--- config.mk ---
export PLATFORM = sky130hd
export DESIGN_NAME = mask_rand_source
export DESIGN_NICKNAME = d
export VERILOG_FILES = /design/src/rtl/mask_pkg.sv /design/src/rtl/lfsr_advance.sv /design/src/rtl/mask_rand_source.sv
export SDC_FILE = /design/constraint.sdc
export NUM_CORES = 1
export LEC_CHECK = 0
export CORE_ASPECT_RATIO = 0.6
export CORE_MARGIN = 8
export CORE_UTILIZATION = 52
export DETAILED_ROUTE_END_ITERATION = 10
export PLACE_DENSITY = 0.79
export RECOVER_POWER = 100
export SYNTH_ARGS = -nofsm -noshare
export SYNTH_HDL_FRONTEND = slang
export SYNTH_HIERARCHICAL = 1
export SYNTH_SLANG_ARGS = --single-unit
export TNS_END_PERCENT = 1
--- constraint.sdc ---
create_clock -name clk -period 2.3 [get_ports clk]
set_input_delay 0.345 -clock clk [delete_from_list [all_inputs] [get_ports clk]]
set_output_delay 0.345 -clock clk [all_outputs]
set_load 0.01 [all_outputs]
--- src/rtl/mask_pkg.sv ---
// Shared definitions for the masked-gate randomness source: LFSR taps,
// default sizes and the source FSM state type.
package mask_pkg;

    localparam int LFSR_W_DEF   = 32;
    localparam int NUM_RAND_DEF = 9;
    localparam logic [LFSR_W_DEF-1:0] SEED_DEFAULT_DEF = 32'hACE1_2468;

    // Fibonacci feedback taps for the 32-bit polynomial
    localparam int TAP_A = 31;
    localparam int TAP_B = 21;
    localparam int TAP_C = 1;
    localparam int TAP_D = 0;

    typedef enum logic [1:0] {
        WARMUP = 2'd0,
        RUN    = 2'd1,
        HALT   = 2'd2
    } rng_state_t;

endpackage

--- src/rtl/lfsr_advance.sv ---
// Purely combinational multi-step advance of the Fibonacci LFSR:
// applies STEPS single-bit shifts to state_in in one evaluation.
module lfsr_advance
    import mask_pkg::*;
#(
    parameter int W     = LFSR_W_DEF,
    parameter int STEPS = NUM_RAND_DEF
) (
    input  logic [W-1:0] state_in,
    output logic [W-1:0] state_out
);

    always_comb begin
        state_out = state_in;
        for (int i = 0; i < STEPS; i++) begin
            state_out = {state_out[W-2:0],
                         state_out[TAP_A] ^ state_out[TAP_B] ^
                         state_out[TAP_C] ^ state_out[TAP_D]};
        end
    end

endmodule

--- src/rtl/mask_rand_source.sv ---
// Fresh-randomness source for the 2-share masked gate: seedable LFSR with
// warm-up, valid/ready output and optional repetition health test (MASK_RNG_HEALTH_EN).
module mask_rand_source
    import mask_pkg::*;
#(
    parameter int                NUM_RAND      = NUM_RAND_DEF,
    parameter int                LFSR_W        = LFSR_W_DEF,
    parameter logic [LFSR_W-1:0] SEED_DEFAULT  = SEED_DEFAULT_DEF,
    parameter int                WARMUP_CYCLES = 64,
    parameter int                REPEAT_LIMIT  = 4
) (
    input  logic                clk,
    input  logic                rst,
    input  logic                seed_valid,
    input  logic [LFSR_W-1:0]   seed_data,
    output logic                seed_ready,
    input  logic                rnd_ready,
    output logic                rnd_valid,
    output logic [NUM_RAND-1:0] rnd,
    output logic                busy,
    output logic                health_fail
);

    // Handshakes: a transfer happens on a rising edge where valid && ready.
    // rnd_valid/seed_ready depend only on FSM state, never on the partner's ready/valid.

    localparam int CNT_W = (WARMUP_CYCLES > 1) ? $clog2(WARMUP_CYCLES) : 1;
    localparam logic [CNT_W-1:0] WARM_LAST =
        CNT_W'((WARMUP_CYCLES > 0) ? WARMUP_CYCLES - 1 : 0);

    rng_state_t        state_q, state_d;
    logic [LFSR_W-1:0] lfsr_q, lfsr_d, lfsr_adv;
    logic [CNT_W-1:0]  cnt_q, cnt_d;
    logic              rnd_fire, seed_fire, health_trip;

    lfsr_advance #(
        .W     (LFSR_W),
        .STEPS (NUM_RAND)
    ) u_adv (
        .state_in  (lfsr_q),
        .state_out (lfsr_adv)
    );

    assign rnd_valid  = (state_q == RUN);
    assign busy       = (state_q == WARMUP);
    assign seed_ready = (state_q != WARMUP);
    assign rnd        = lfsr_q[NUM_RAND-1:0];
    assign rnd_fire   = rnd_valid & rnd_ready;
    assign seed_fire  = seed_valid & seed_ready;

`ifdef MASK_RNG_HEALTH_EN
    localparam int REP_W = $clog2(REPEAT_LIMIT + 1);

    logic [REP_W-1:0]    rep_cnt_q, rep_cnt_d;
    logic [NUM_RAND-1:0] prev_q, prev_d;
    logic                prev_vld_q, prev_vld_d;
    logic                health_q, health_d;

    // Count consecutive identical consumed words; a seed load restarts the test.
    always_comb begin
        rep_cnt_d   = rep_cnt_q;
        prev_d      = prev_q;
        prev_vld_d  = prev_vld_q;
        health_d    = health_q;
        health_trip = 1'b0;
        if (seed_fire) begin
            rep_cnt_d  = '0;
            prev_vld_d = 1'b0;
            health_d   = 1'b0;
        end else if (rnd_fire) begin
            prev_d     = rnd;
            prev_vld_d = 1'b1;
            if (prev_vld_q && (rnd == prev_q)) begin
                rep_cnt_d = rep_cnt_q + REP_W'(1);
            end else begin
                rep_cnt_d = REP_W'(1);
            end
            if (rep_cnt_d == REP_W'(REPEAT_LIMIT)) begin
                health_trip = 1'b1;
                health_d    = 1'b1;
            end
        end
    end

    always_ff @(posedge clk or posedge rst) begin
        if (rst) begin
            rep_cnt_q  <= '0;
            prev_q     <= '0;
            prev_vld_q <= 1'b0;
            health_q   <= 1'b0;
        end else begin
            rep_cnt_q  <= rep_cnt_d;
            prev_q     <= prev_d;
            prev_vld_q <= prev_vld_d;
            health_q   <= health_d;
        end
    end

    assign health_fail = health_q;
`else
    assign health_trip = 1'b0;
    assign health_fail = 1'b0;
`endif

    always_comb begin
        state_d = state_q;
        lfsr_d  = lfsr_q;
        cnt_d   = cnt_q;
        case (state_q)
            WARMUP: begin
                if (WARMUP_CYCLES == 0) begin
                    state_d = RUN;
                end else begin
                    lfsr_d = lfsr_adv;
                    if (cnt_q == WARM_LAST) begin
                        state_d = RUN;
                        cnt_d   = '0;
                    end else begin
                        cnt_d = cnt_q + CNT_W'(1);
                    end
                end
            end
            RUN: begin
                if (rnd_fire) begin
                    lfsr_d = lfsr_adv;
                end
                if (health_trip) begin
                    state_d = HALT;
                end
            end
            HALT: begin
                state_d = HALT;
            end
            default: begin
                state_d = WARMUP;
            end
        endcase
        // A seed load overrides any advance; zero would lock the LFSR, so it maps to the default.
        if (seed_fire) begin
            lfsr_d  = (seed_data == '0) ? SEED_DEFAULT : seed_data;
            cnt_d   = '0;
            state_d = WARMUP;
        end
    end

    always_ff @(posedge clk or posedge rst) begin
        if (rst) begin
            state_q <= WARMUP;
            lfsr_q  <= SEED_DEFAULT;
            cnt_q   <= '0;
        end else begin
            state_q <= state_d;
            lfsr_q  <= lfsr_d;
            cnt_q   <= cnt_d;
        end
    end

endmodule

Yosys cells after proc, flatten, opt, wreduce, memory -nomap -nowiden
Cells that the tools add are included.
{"block": "classes", "add_sub_neg": 1, "n_eq_ne": 6, "n_mux": 10, "n_bitwise": 29, "n_reduce_logical": 7}
{"cell": "$mux W32", "n": 3}
{"cell": "$pmux W32 S2", "n": 1}
{"cell": "$logic_not A32 Y1", "n": 1}
{"cell": "$xor A1 B1 Y1", "n": 27}
{"cell": "$mux W6", "n": 3}
{"cell": "$add A6 B1 Y6 const B", "n": 1}
{"cell": "$eq A6 B6 Y1 const B", "n": 1}
{"cell": "$ne A3 B1 Y1 const B", "n": 2}
{"cell": "$pmux W2 S3", "n": 1}
{"cell": "$mux W2", "n": 2}
{"cell": "$reduce_and A2 Y1", "n": 2}
{"cell": "$reduce_bool A2 Y1", "n": 2}
{"cell": "$reduce_bool A3 Y1", "n": 1}
{"cell": "$and A1 B1 Y1", "n": 2}
{"cell": "$eq A2 B1 Y1 const B", "n": 1}
{"cell": "$eq A2 B2 Y1 const B", "n": 1}
{"cell": "$logic_not A2 Y1", "n": 1}
{"cell": "$ne A2 B1 Y1 const B", "n": 1}
{"block": "totals", "regBits": 40, "out_inout_bits": 13, "word_cells": 56}

Logic depth before layout (Yosys ltp)
Gate-level depths: netlist of run 1.
{"block": "depth", "ltp_word": 14, "depth_mapped": 6, "mapped_depth_nobuf": 6}

Cells and area by module
Netlist of run 1, hierarchy kept.
{"mod": "mask_rand_source", "n_inst": 1, "cells_each": 228, "area_per_inst_um2": 2038.2, "seq_area_each_um2": 1017.2}
{"mod": "lfsr_advance", "n_inst": 1, "cells_each": 45, "area_per_inst_um2": 440.4, "seq_area_each_um2": 0.0}

Worst setup path after synthesis of run 1
OpenSTA, ideal clock, no wires.
{"block": "synth_timing", "kind": "register -> register", "from": "reg lfsr_q[21]", "to": "reg lfsr_q[2]", "setup_time_ps": 82, "arrival_time_ps": 1939, "slack_ps": 279, "path_stages_with_launch": 7, "path_buffers": 0, "period_less_slack_ps": 2021, "cell_sequence": "dfstp_2 > xnor3_2 > xnor3_2 > xnor2_2 > xnor2_1 > nand2_1 > a31oi_1"}
{"block": "synth_via", "elab_chain_cells": 12, "elab_cells_between_ends": 17, "cone_classes": "3 x mux; 14 x bitwise"}
{"element": "start: declaration", "line": "mask_rand_source.sv:32", "source": "logic [LFSR_W-1:0] lfsr_q, lfsr_d, lfsr_adv;"}
{"element": "start signal: assignment", "line": "mask_rand_source.sv:153", "source": "lfsr_q <= lfsr_d;"}
{"element": "$xor A1 B1 Y1 (*) (2 in a row)", "line": "lfsr_advance.sv:17", "source": "state_out[TAP_A] ^ state_out[TAP_B] ^"}
{"element": "$xor A1 B1 Y1 (*)", "line": "lfsr_advance.sv:18", "source": "state_out[TAP_C] ^ state_out[TAP_D]};"}
{"element": "$xor A1 B1 Y1, on equally long branches", "line": "lfsr_advance.sv:18, lfsr_advance.sv:17"}
{"element": "$xor A1 B1 Y1, on equally long branches", "line": "lfsr_advance.sv:17, lfsr_advance.sv:18"}
{"element": "$xor A1 B1 Y1 (*)", "line": "lfsr_advance.sv:18"}
{"element": "via lfsr_adv[5]", "line": "mask_rand_source.sv:32"}
{"element": "$xor A1 B1 Y1, on equally long branches", "line": "lfsr_advance.sv:18, lfsr_advance.sv:17"}
{"element": "$xor A1 B1 Y1, on equally long branches", "line": "lfsr_advance.sv:17, lfsr_advance.sv:18"}
{"element": "$xor A1 B1 Y1 (*)", "line": "lfsr_advance.sv:18"}
{"element": "via lfsr_adv[2]", "line": "mask_rand_source.sv:32"}
{"element": "$mux W32", "line": "mask_rand_source.sv:124", "source": "if (rnd_fire) begin"}
{"element": "$pmux W32 S2 (*)", "line": "mask_rand_source.sv:109", "source": "case (state_q)"}
{"element": "$mux W32 (*)", "line": "mask_rand_source.sv:139", "source": "if (seed_fire) begin"}
The timed path passes the listed nets; every way through them passes the cells marked *. The select of a mux whose other input is x is not followed.
A chain may end at the register's enable or synchronous reset.

Worst setup path in the final report of run 1
{"block": "layout_timing", "from": "reg state_q[1]", "to": "out busy"}
{"block": "layout_via", "elab_chain_cells": 1}
{"element": "start: declaration", "line": "mask_rand_source.sv:31", "source": "rng_state_t state_q, state_d;"}
{"element": "start signal: assignment", "line": "mask_rand_source.sv:152", "source": "state_q <= state_d;"}
{"element": "$logic_not A2 Y1", "line": "mask_rand_source.sv:45", "source": "assign busy = (state_q == WARMUP);"}
{"element": "end: declaration", "line": "mask_rand_source.sv:20", "source": "output logic busy,"}
Every way passes these cells.

==> run summary, run 1 <==
H-Tree Depth: 2
Hold WS: 0.506 ns
CTS-repair resized insts: 0
Slew @ Worst Pin: 0.979 ns
WP data arrival: 1.81 ns
Synth Area in XOR/XNOR: 0.112
Simple-Gate Fraction of Synth Area: 0.200
crit path capture type: output pin
FMAX: 463 MHz
Die Ht: 69.5 µm
vias: 1,930
Int Pwr: 3.52 mW
Area contributors post-synth: dfrtp_1, dfstp_2, buf_4
Synth Cell Area: 0.00248 mm²
largest net degree at the start of global routing: 65
cell row count: 19
post-synthesis net count: 310
Slowest-stage cell, CP: clkdlybuf4s50_1
postcts setup bufs: 0
clk slew on worst S/H paths: 0.08 ns
Crit Path Class: reg -> out
switch share: 0.393
setup TNS: 0 ns
Die X: 105 µm
commonest cells after routing, fill and taps aside: nand2_1, nor2_1, clkdlybuf4s50_1
total grt overflow: 0
Ports: 49
Leak Pwr: 1.22 nW
CTS max path bufs: 2
CORE AREA: 0.00459 mm²
post-route DRC violation count: 0
Initial Util: 0.540
sequential fraction of the synthesis area: 0.410
Yosys reg bits: 40
Inserted Diodes: 0
post-synth top area share: 0.273
combinational family with the most area after synthesis: simple AND/OR/NAND/NOR gates
Avg Inst Size Synth: 9.08 µm²
Syn-to-layout area delta: 14.9%
P per Cell Area: 2040 mW/mm²
Sequential Power Share: 0.269
Synth Area in Adders: 0.00505
wire per inst: 16.8 µm
cts bufs inserted: 5
YS warnings: 6
Clock Tree Root: clkbuf_8
element type at the critical path start: flop
later-pin clock latency in the skew report: 0.30 ns
Mapped Cells: 273
die area: 0.00730 mm²
EDFF count, synth: 0
Peak supply drop: 1.60 mV
max incr delay on CP: 0.56 ns
RSZ-0062 raised after global routing: false
Synth Area in Compound Gates: 0.129
routability cong.: 0.851
ANT nets after route: 0
P_sw: 2.28 mW
number of global-route vias before repair: 1,837
Total GRT Usage: 0.167
Pre-antenna DRT Iters: 4
synth unique cells: 35
Post-DP HPWL: 4320 µm
fin crit share: 0.939
result of the run: completed
CP cell instances: or2_2 -> clkinv_1 -> clkdlybuf4s50_1
maxcap violations: 0
skew final: 0.0120 ns
async set-or-reset flop fraction in the synthesized netlist: 1.00
Setup-failing EPs final: 0
Comb pwr share: 0.651
CTS tree: built
worst min path class: reg -> reg
largest area contributor in the netlist: dfrtp_1
Main synth FF type: dfrtp_1
number of fill cells in the layout: 397
# clock sinks: 40
Nets: 323
first-pass GRT wire length: 9890 µm
initial antenna violation count: 0
share of cells above drive strength 1: 0.164
Final Hold Violating Endpoints: 0
commonest non-fill, non-tap cell in the layout: nand2_1
Slew Limit Fails: 0
worst endpoint required time: 1.96 ns
clock power share: 0.079
slew margin rel.: 0.347
drt initial violations: 209
mux cell area share after synthesis: 0.00454
vias per cell: 5.51
crit path max fanout: 8
final wirelength: 5870 µm
final core utilization: 0.621
IO Port Bufs: 47
crit path time final: 2.16 ns
hold buffer count at CTS: 0
-- kinds of logic after synthesis --
family	after synthesis
AO/OA/AOI/OAI	41
adder cells (fa/ha/maj)	1
buffers and inverters	49
XOR/XNOR	23
multiplexers	1
other	1
flip-flops	40
AND/OR/NAND/NOR	117
-- critical path, delay by kind of cell, from the launching register on --
kind | cells | cell delay, ns
simple gates | 1 | 0.37
buf+inv | 2 | 0.71
flops | 1 | 0.45
-- synthesized netlist by cell type (3+ instances only) --
library cell and number:
buf_4 33, o221a_2 13, buf_2 9, xnor2_1 15, o21ai_0 6, nand2_1 58
nor2_1 35, nand4_1 4, buf_6 3, dfrtp_1 27, nor4_1 8, xnor3_2 4
dfstp_2 13, nand3_1 5, a31oi_1 19
-- metrics by stage --
stage               std cells  instance area [µm²]  worst slack (ns)  power [mW]
floorplan                 273                 2480             0.279        4.90
global placement          342                 2770             0.196        5.26
detailed placement        342                 2770             0.176        5.34
CTS                       350                 2860             0.134        5.84
global route              350                 2850            0.0201        6.29
finish                    350                 2850             0.140        5.80
-- metal layers --
layer,wire [µm],GRT usage,vias to the layer above
li1,-,-,925
met1,3090,0.263,930
met2,2350,0.213,70
met3,392,0.0464,5
met4,43,0.0377,0
met5,0,0,-
-- registers in the layout, indices dropped and copies added, names as in the netlist --
register	flops
cnt_q	6
lfsr_q	32
state_q	2
-- worst paths after layout --
kind | from | cells after the start | to | slack [ns]
setup / recovery | state_q[1] | 3 | busy | 0.14
hold / removal | cnt_q[4] | 1 | cnt_q[4] | 0.51
setup reg to reg | lfsr_q[21] | 6 | lfsr_q[2] | 0.15
hold reg to reg | cnt_q[4] | 1 | cnt_q[4] | 0.51
max in group asynchronous | rst | 3 | cnt_q[1] | 0.90
min in group asynchronous | rst | 3 | lfsr_q[28] | 0.79
-- power by group through the flow --
stage | Sequential (mW) | Combinational [mW] | Clock (mW)
2_1_floorplan | 1.45 | 3.44 | 0
3_3_place_gp | 1.56 | 3.70 | 0
3_5_place_dp | 1.56 | 3.78 | 0
4_1_cts | 1.56 | 3.81 | 0.476
5_1_grt | 1.61 | 4.18 | 0.497
6_report | 1.56 | 3.78 | 0.461
-- layout make-up --
cell class / instances / area (µm²) / area share
clock buffer: 5 / 68.8 / 0.0242
timing repair buffer: 53 / 532 / 0.187
tap: 63 / 78.8 / 0.0277
inverter: 2 / 7.51 / 0.00264
multi-input combinational: 184 / 1120 / 0.395
sequential: 40 / 1020 / 0.357
clock inverter: 3 / 18.8 / 0.00659
(Power assumes the default switching activity.)
==> inputs of run 2 (changes only) <==
- CAP_MARGIN: default -> 20
==> results of run 2 <==
Final layout, timing and power as in run 1 (identical DEF).
==> inputs of run 3 (changes only) <==
- PLACE_DENSITY: 0.79 -> default
- PLACE_DENSITY_LB_ADDON: default -> 0.3
==> run summary, run 3 (synthesis gave the netlist of run 1 again) <==
setup TNS: 0 ns
H-Tree Depth: 2
initial antenna violation count: 0
crit path time final: 2.20 ns
hold path cells: 1
routability cong.: 0.811
clk slew on worst S/H paths: 0.08 ns
crit path max fanout: 8
Final Hold Violating Endpoints: 0
CTS tree: built
Post-DP HPWL: 4310 µm
Peak supply drop: 1.60 mV
CTS max path bufs: 2
post-route DRC violation count: 0
cell row count: 19
capture point of the worst reg-to-reg path: lfsr_q[0]
result of the run: completed
Hold WS: 0.509 ns
Reg2Reg Setup Slack: 0.11 ns
commonest cells after routing, fill and taps aside: nand2_1, nor2_1, clkdlybuf4s50_1
hold endpoint: cnt_q[4]
Clock Tree Root: clkbuf_8
Pre-antenna DRT Iters: 5
vias: 1,902
FMAX: 454 MHz
final core utilization: 0.618
vias per cell: 5.43
skew final: 0.00949 ns
Leak Pwr: 1.21 nW
ANT nets after route: 0
maxcap violations: 0
final wirelength: 5830 µm
Largest register FFs: 32
number of global-route vias before repair: 1,871
post-place setup slack: 0.140 ns
RSZ-0062 raised after global routing: false
Slew @ Worst Pin: 1.02 ns
Nets: 323
hold_sp: cnt_q[4]
worst endpoint required time: 1.96 ns
cts bufs inserted: 5
IO Port Bufs: 47
area of the multi-input gates: 0.00112 mm²
Worst R2R Start: lfsr_q[0]
number of fill cells in the layout: 399
die area: 0.00730 mm²
largest registers: lfsr_q (32), cnt_q (6), state_q (2)
commonest non-fill, non-tap cell in the layout: nand2_1
first-pass GRT wire length: 9600 µm
Initial Util: 0.540
wire per inst: 16.7 µm
Setup-failing EPs final: 0
Die X: 105 µm
Crit Path Class: reg -> out
fin crit share: 0.958
crit path capture type: output pin
postcts setup bufs: 0
drt initial violations: 137
CTS-repair resized insts: 0
share of cells above drive strength 1: 0.167
Ports: 49
final instance area: 0.00283 mm²
# clock sinks: 40
most flop-heavy register: lfsr_q
CORE AREA: 0.00459 mm²
largest net degree at the start of global routing: 65
reg2reg path depth: 6
Total GRT Usage: 0.164
Placed Area: 0.00277 mm²
Die Ht: 69.5 µm
Syn-to-layout area delta: 14.3%
slew margin rel.: 0.319
WP data arrival: 1.86 ns
worst min path class: reg -> reg
later-pin clock latency in the skew report: 0.30 ns
Reg area: 0.00102 mm²
hold buffer count at CTS: 0
Inserted Diodes: 0
element type at the critical path start: flop
PnR worst setup slack: 0.0968 ns
total grt overflow: 0
Slew Limit Fails: 0
P per Cell Area: 2050 mW/mm²
## run 3: cell count changes in the layout (fill, tap and decap cells not counted), sizes merged
| cell | delta |
|---|---|
| clkdlybuf4s50 | -1 |
| clkbuf | -2 |
| dlygate4sd3 | +1 |
| buf | +2 |
## run 3: worst max path at each step
stage	slack (ns)	endpoint	cells past startpoint	startpoint
3_5_place_dp	0.14	lfsr_q[0]	6	lfsr_q[0]
3_3_place_gp	0.16	lfsr_q[0]	6	lfsr_q[0]
4_1_cts	0.12	lfsr_q[0]	6	lfsr_q[0]
6_report	0.1	busy	3	state_q[1]
5_1_grt	0.03	lfsr_q[1]	6	lfsr_q[21]
2_1_floorplan	0.28	lfsr_q[2]	6	lfsr_q[21]
## run 3: final cells by class
cell class | instances | area share
flip-flops and latches | 40 | 0.359
repair buffers | 53 | 0.185
inverters | 2 | 0.00265
clock buffers | 5 | 0.0243
clock inverters | 3 | 0.00662
well taps | 63 | 0.0278
multi-input cells | 184 | 0.395
## run 3: per-stage QoR
stage,cells,power (mW)
floorplan,273,4.90
global placement,342,5.27
detailed placement,342,5.33
CTS,350,5.90
global route,350,6.34
finish,350,5.81
## run 3: report_power, final
part / switching [mW] / total (mW) / leakage, nW / internal (mW)
combinational: 1.70 / 3.78 / 0.703 / 2.08
sequential: 0.323 / 1.55 / 0.459 / 1.23
clock: 0.268 / 0.479 / 0.0479 / 0.212
## run 3: layer usage
metal | vias to the layer above | wire length, µm | global-route usage
li1 | 927 | - | -
met1 | 893 | 3060 | 0.252
met2 | 77 | 2280 | 0.213
met3 | 5 | 442 | 0.0464
met4 | 0 | 47 | 0.0472
met5 | - | 0 | 0
## run 3: worst max-delay path, cell delays in order (launching register included)
cell and delay [ns]:
dfrtp_1 0.44, or2_2 0.36, clkinv_1 0.14, dlygate4sd3_1 0.62
